**src/rtl/pipe_stall_ctrl.sv**
```systemverilog
// Stall/flush controller for the 5-stage core: per-stage write enables, bubble flushes, multi-cycle load-use stalls.
// Optional performance counters are built only when PERF_CNT_EN is defined.
module pipe_stall_ctrl #(
    parameter int LOAD_LAT = 1,
    parameter int CNT_W    = 32
) (
    input  logic             clk,
    input  logic             rst_n,
    input  logic             load_use_haz,
    input  logic             redirect,
    input  logic             dmem_busy,
    input  logic             imem_busy,
    output logic             pc_we,
    output logic             if_de_we,
    output logic             de_ex_we,
    output logic             ex_mem_we,
    output logic             if_de_flush,
    output logic             de_ex_flush,
    output logic             redirect_sel,
    output logic             stalled,
    output logic [CNT_W-1:0] stall_cnt,
    output logic [CNT_W-1:0] flush_cnt
);

    typedef enum logic [1:0] {
        ST_RUN      = 2'd0,
        ST_LU_STALL = 2'd1,
        ST_MEM_WAIT = 2'd2
    } state_t;

    // The RUN cycle that sees the hazard is the first stall cycle; the counter covers the rest.
    localparam logic [2:0] LU_INIT = 3'(LOAD_LAT - 1);

    state_t     r_state;
    logic [2:0] r_lu_cnt;
    logic       r_redirect_pend;

    state_t     w_next_state;
    logic [2:0] w_next_lu_cnt;
    logic       w_next_pend;
    logic       w_redirect_any;
    logic       w_lu_active;
    logic       w_flush_evt;
    logic       w_pc_we;
    logic       w_if_de_we;
    logic       w_de_ex_we;
    logic       w_ex_mem_we;
    logic       w_if_de_flush;
    logic       w_de_ex_flush;
    logic       w_redirect_sel;

    assign w_redirect_any = redirect | r_redirect_pend;
    // A load-use stall interrupted by a memory freeze resumes from MEM_WAIT with its count intact.
    assign w_lu_active    = (r_state == ST_LU_STALL) ||
                            ((r_state == ST_MEM_WAIT) && (r_lu_cnt != 3'd0));

    // State register, remaining load-use count and remembered redirect.
    always_ff @(posedge clk or negedge rst_n) begin
        if (!rst_n) begin
            r_state         <= ST_RUN;
            r_lu_cnt        <= 3'd0;
            r_redirect_pend <= 1'b0;
        end else begin
            r_state         <= w_next_state;
            r_lu_cnt        <= w_next_lu_cnt;
            r_redirect_pend <= w_next_pend;
        end
    end

    // Next-state and Mealy enables, resolved in priority order dmem > redirect > load-use > imem.
    always_comb begin
        w_next_state   = ST_RUN;
        w_next_lu_cnt  = r_lu_cnt;
        w_next_pend    = r_redirect_pend;
        w_flush_evt    = 1'b0;
        w_pc_we        = 1'b1;
        w_if_de_we     = 1'b1;
        w_de_ex_we     = 1'b1;
        w_ex_mem_we    = 1'b1;
        w_if_de_flush  = 1'b0;
        w_de_ex_flush  = 1'b0;
        w_redirect_sel = 1'b0;
        if (dmem_busy) begin
            w_pc_we      = 1'b0;
            w_if_de_we   = 1'b0;
            w_de_ex_we   = 1'b0;
            w_ex_mem_we  = 1'b0;
            w_next_state = ST_MEM_WAIT;
            if (redirect) begin
                w_next_pend = 1'b1;
            end else begin
                w_next_pend = r_redirect_pend;
            end
        end else if (w_redirect_any) begin
            w_redirect_sel = 1'b1;
            w_if_de_flush  = 1'b1;
            w_de_ex_flush  = 1'b1;
            w_flush_evt    = 1'b1;
            w_next_pend    = 1'b0;
            w_next_lu_cnt  = 3'd0;
            w_next_state   = ST_RUN;
        end else if (w_lu_active) begin
            w_pc_we       = 1'b0;
            w_if_de_we    = 1'b0;
            w_de_ex_flush = 1'b1;
            if (r_lu_cnt <= 3'd1) begin
                w_next_lu_cnt = 3'd0;
                w_next_state  = ST_RUN;
            end else begin
                w_next_lu_cnt = r_lu_cnt - 3'd1;
                w_next_state  = ST_LU_STALL;
            end
        end else if (load_use_haz) begin
            w_pc_we       = 1'b0;
            w_if_de_we    = 1'b0;
            w_de_ex_flush = 1'b1;
            if (LOAD_LAT > 1) begin
                w_next_lu_cnt = LU_INIT;
                w_next_state  = ST_LU_STALL;
            end else begin
                w_next_lu_cnt = 3'd0;
                w_next_state  = ST_RUN;
            end
        end else if (imem_busy) begin
            w_pc_we       = 1'b0;
            w_if_de_flush = 1'b1;
            w_next_state  = ST_RUN;
        end else begin
            w_next_state = ST_RUN;
        end
    end

    // Reset forces every stage to hold and bubbles into IF/DE and DE/EX.
    always_comb begin
        if (!rst_n) begin
            pc_we        = 1'b0;
            if_de_we     = 1'b0;
            de_ex_we     = 1'b0;
            ex_mem_we    = 1'b0;
            if_de_flush  = 1'b1;
            de_ex_flush  = 1'b1;
            redirect_sel = 1'b0;
            stalled      = 1'b1;
        end else begin
            pc_we        = w_pc_we;
            if_de_we     = w_if_de_we;
            de_ex_we     = w_de_ex_we;
            ex_mem_we    = w_ex_mem_we;
            if_de_flush  = w_if_de_flush;
            de_ex_flush  = w_de_ex_flush;
            redirect_sel = w_redirect_sel;
            stalled      = (r_state != ST_RUN) ||
                           !(w_pc_we & w_if_de_we & w_de_ex_we & w_ex_mem_we);
        end
    end

`ifdef PERF_CNT_EN
    logic [CNT_W-1:0] r_stall_cnt;
    logic [CNT_W-1:0] r_flush_cnt;

    // Saturating stall and redirect-flush event counters.
    always_ff @(posedge clk or negedge rst_n) begin
        if (!rst_n) begin
            r_stall_cnt <= {CNT_W{1'b0}};
            r_flush_cnt <= {CNT_W{1'b0}};
        end else begin
            if (!w_pc_we && (r_stall_cnt != {CNT_W{1'b1}})) begin
                r_stall_cnt <= r_stall_cnt + {{(CNT_W-1){1'b0}}, 1'b1};
            end else begin
                r_stall_cnt <= r_stall_cnt;
            end
            if (w_flush_evt && (r_flush_cnt != {CNT_W{1'b1}})) begin
                r_flush_cnt <= r_flush_cnt + {{(CNT_W-1){1'b0}}, 1'b1};
            end else begin
                r_flush_cnt <= r_flush_cnt;
            end
        end
    end

    assign stall_cnt = r_stall_cnt;
    assign flush_cnt = r_flush_cnt;
`else
    logic w_unused_flush_evt;
    assign w_unused_flush_evt = w_flush_evt;
    assign stall_cnt = {CNT_W{1'b0}};
    assign flush_cnt = {CNT_W{1'b0}};
`endif

endmodule

```
**config.mk**
```make
export PLATFORM = sky130hd
export DESIGN_NAME = pipe_stall_ctrl
export DESIGN_NICKNAME = d
export VERILOG_FILES = /design/src/rtl/pipe_stall_ctrl.sv
export SDC_FILE = /design/constraint.sdc
export NUM_CORES = 1
export LEC_CHECK = 0
export ABC_AREA = 1
export CORE_AREA = 2 2 55 57
export CTS_CLUSTER_DIAMETER = 100
export CTS_CLUSTER_SIZE = 30
export DETAILED_ROUTE_END_ITERATION = 12
export DIE_AREA = 0 0 57 59
export PLACE_DENSITY = 0.84
export SYNTH_ARGS = -nofsm -noshare
export SYNTH_HDL_FRONTEND = slang
export SYNTH_SLANG_ARGS = --single-unit
```
**constraint.sdc**
```tcl
create_clock -name clk -period 3.4 [get_ports clk]
set_input_delay 0.34 -clock clk [delete_from_list [all_inputs] [get_ports clk]]
set_output_delay 0.34 -clock clk [all_outputs]
set_load 0.005 [all_outputs]
```
==> flow_summary.ini <==
[timing]
post-route-min-period_ps = 2220
hold_viol = 0
finalSetupViolations = 0
tns_ps = 0
rsz0062_at_grt = false
setup_slack_ps = 1180
min_period_over_period_pct = 65.3
fmax_mhz = 450
final_max_slew_viol_count = 0
finClkSkew_ps = 5.71

[detailed_routing]
vias_per_cell = 3.37
wl_per_cell_um = 7.31
drt-initial-drc-count = 13
via_count = 573
routed_wl_um = 1240
antenna_left = 0
first_pass_iters = 4
drc_errors = 0

[global_routing]
grt_pass1_vias = 416
grt_pass1_wl_um = 1780
grt_max_degree = 10
grt_use_total_pct = 7.13
grt_overflow_total = 0
antenna_found_initial = 0

[power_and_ir_drop]
power.density_nw_per_um2 = 223
power.leakage_nw = 0.509
ir_drop_uv = 86.8

[floorplanning]
fp.coreArea_um2 = 2710
pin_count = 78
die_x_um = 57
rows = 19
die_y_um = 59
dieArea_um2 = 3360
initial_core_util_pct = 33.9

[synth]
yosys.area_share.simple_pct = 19.9
yosys_warnings = 0
synth_cell_type_count = 16
synth_fa_ha_area_share_pct = 4.08
synth_area_leaders = buf_4, dfrtp_1, nand2_1, nand3_1, ha_1
synth_top_family_by_area = buffers and inverters
syn_inst = 125
synth_area_um2 = 920
async_flop_share_pct = 100
syn_area_per_cell_um2 = 7.36
synthXorXnorAreaFrac_pct = 0.952
synth_seq_area_share_pct = 16.3
synthFlopType = dfrtp_1
synth_commonest_cells = buf_4, nand2_1, nand3_1
synth_compound_area_share_pct = 1.63
synth_top_cell_area_share_pct = 53.1
ys_seq_elements = 6
synth_mux_area_share_pct = 0
synth_top_area_cell = buf_4
synth-edff-count = 0
synth.most_common_cell = buf_4

[critical_path]
critical_path_class = in -> out
crit_fanout = 9
startpoint_type = input port
r2r_cells = 8
required_ps = 3060
critPathArrivalTime_ps = 1880
crit_path_end_kind = primary output

[worst_hold_path]
hold_class = in -> async

[cells_and_area]
final_area_um2 = 860
layout-drive-gt1-share_pct = 8.63
final_cells = 170
fin_util_pct = 31.7
antenna_cells = 0
syn2layout_area_growth_pct = -6.53
nets = 150

[placement]
dp_hpwl_um = 1090
post-place-ws_ps = 1140
placed_area_um2 = 837
placedCellCount = 167
portBuffers = 13
gp_congestion = 0.844

[run_status]
status = completed

[cts]
cts.sinks = 6
cts_resized = 0
cts_hold_buf = 0
cts_tree = yes
insertion_delay_ps = 240
cts_max_level = 1
cts_buffer_depth = 2
cts-buffers-inserted = 3
cts_root_buf = clkbuf_4
cts.clk_slew.worst_paths_ps = 50
postCtsSetupRepairBufs = 0

[run]
drv_cap = 0
[flip-flops by register name, summed over array words and instances, names as in the netlist]
signal	count
r_state	2
r_lu_cnt	3
r_redirect_pend	1
[path summary, 6_finish.rpt]
kind,from,endpoint,slack [ps]
setup reg to reg,r_lu_cnt[0],r_lu_cnt[2],2140
min in group clk,r_lu_cnt[1],r_lu_cnt[1],480
setup / recovery,rst_n,if_de_we,1180
hold reg to reg,r_lu_cnt[1],r_lu_cnt[1],480
max in group asynchronous,rst_n,r_lu_cnt[2],2740
hold / removal,rst_n,r_state[0],380
[layer usage]
metal  GRT usage [%]  wire [µm]  up-vias
met2            12.3        634       44
li1                -          -      280
met4            3.99          0        0
met5               0          0        -
met1            7.27        432      249
met3            3.06        176        0
[critical path, stage by stage]
cell	delay, ps
clkdlybuf4s50_1	700
nand2_1	180
a21oi_1	150
clkdlybuf4s50_1	520
[cell usage in the layout (no fill, tap or decap), types with 2 or more instances in the layout]
master and n:
conb_1 64, nand2_1 16, clkdlybuf4s50_1 13, nand3_1 8
inv_1 6, dfrtp_1 6, nor2_1 5, inv_2 3
nand2_2 3, a21oi_1 3, ha_1 3, clkbuf_4 3
nor2_4 2
[per-stage QoR]
step           hold slack [ps]  total power [mW]
2_1_floorplan             44.4             0.159
3_3_place_gp               466             0.125
3_5_place_dp               473             0.126
4_1_cts                    393             0.195
5_1_grt                    429             0.207
6_report                   382             0.191
[cells by family after synthesis]
kind of cell | after synthesis
compound gates | 3
xor+xnor | 1
fa+ha+maj | 3
buf+inv | 74
flops | 6
other cells | 1
simple gates | 37
[cell type report]
class                   instances  area [µm²]
fillers                       299        1850
multi-input cells             108         484
flip-flops and latches          6         150
repair buffers                 13         130
well taps                      31        38.8
inverters                       9        33.8
clock buffers                   3        22.5
[power by group]
group / total, mW / internal [mW] / switching, mW
clock: 0.0656 / 0.0399 / 0.0257
sequential: 0.0743 / 0.0730 / 0.00124
combinational: 0.0514 / 0.0186 / 0.0328
Power figures use the tool's default switching activity.
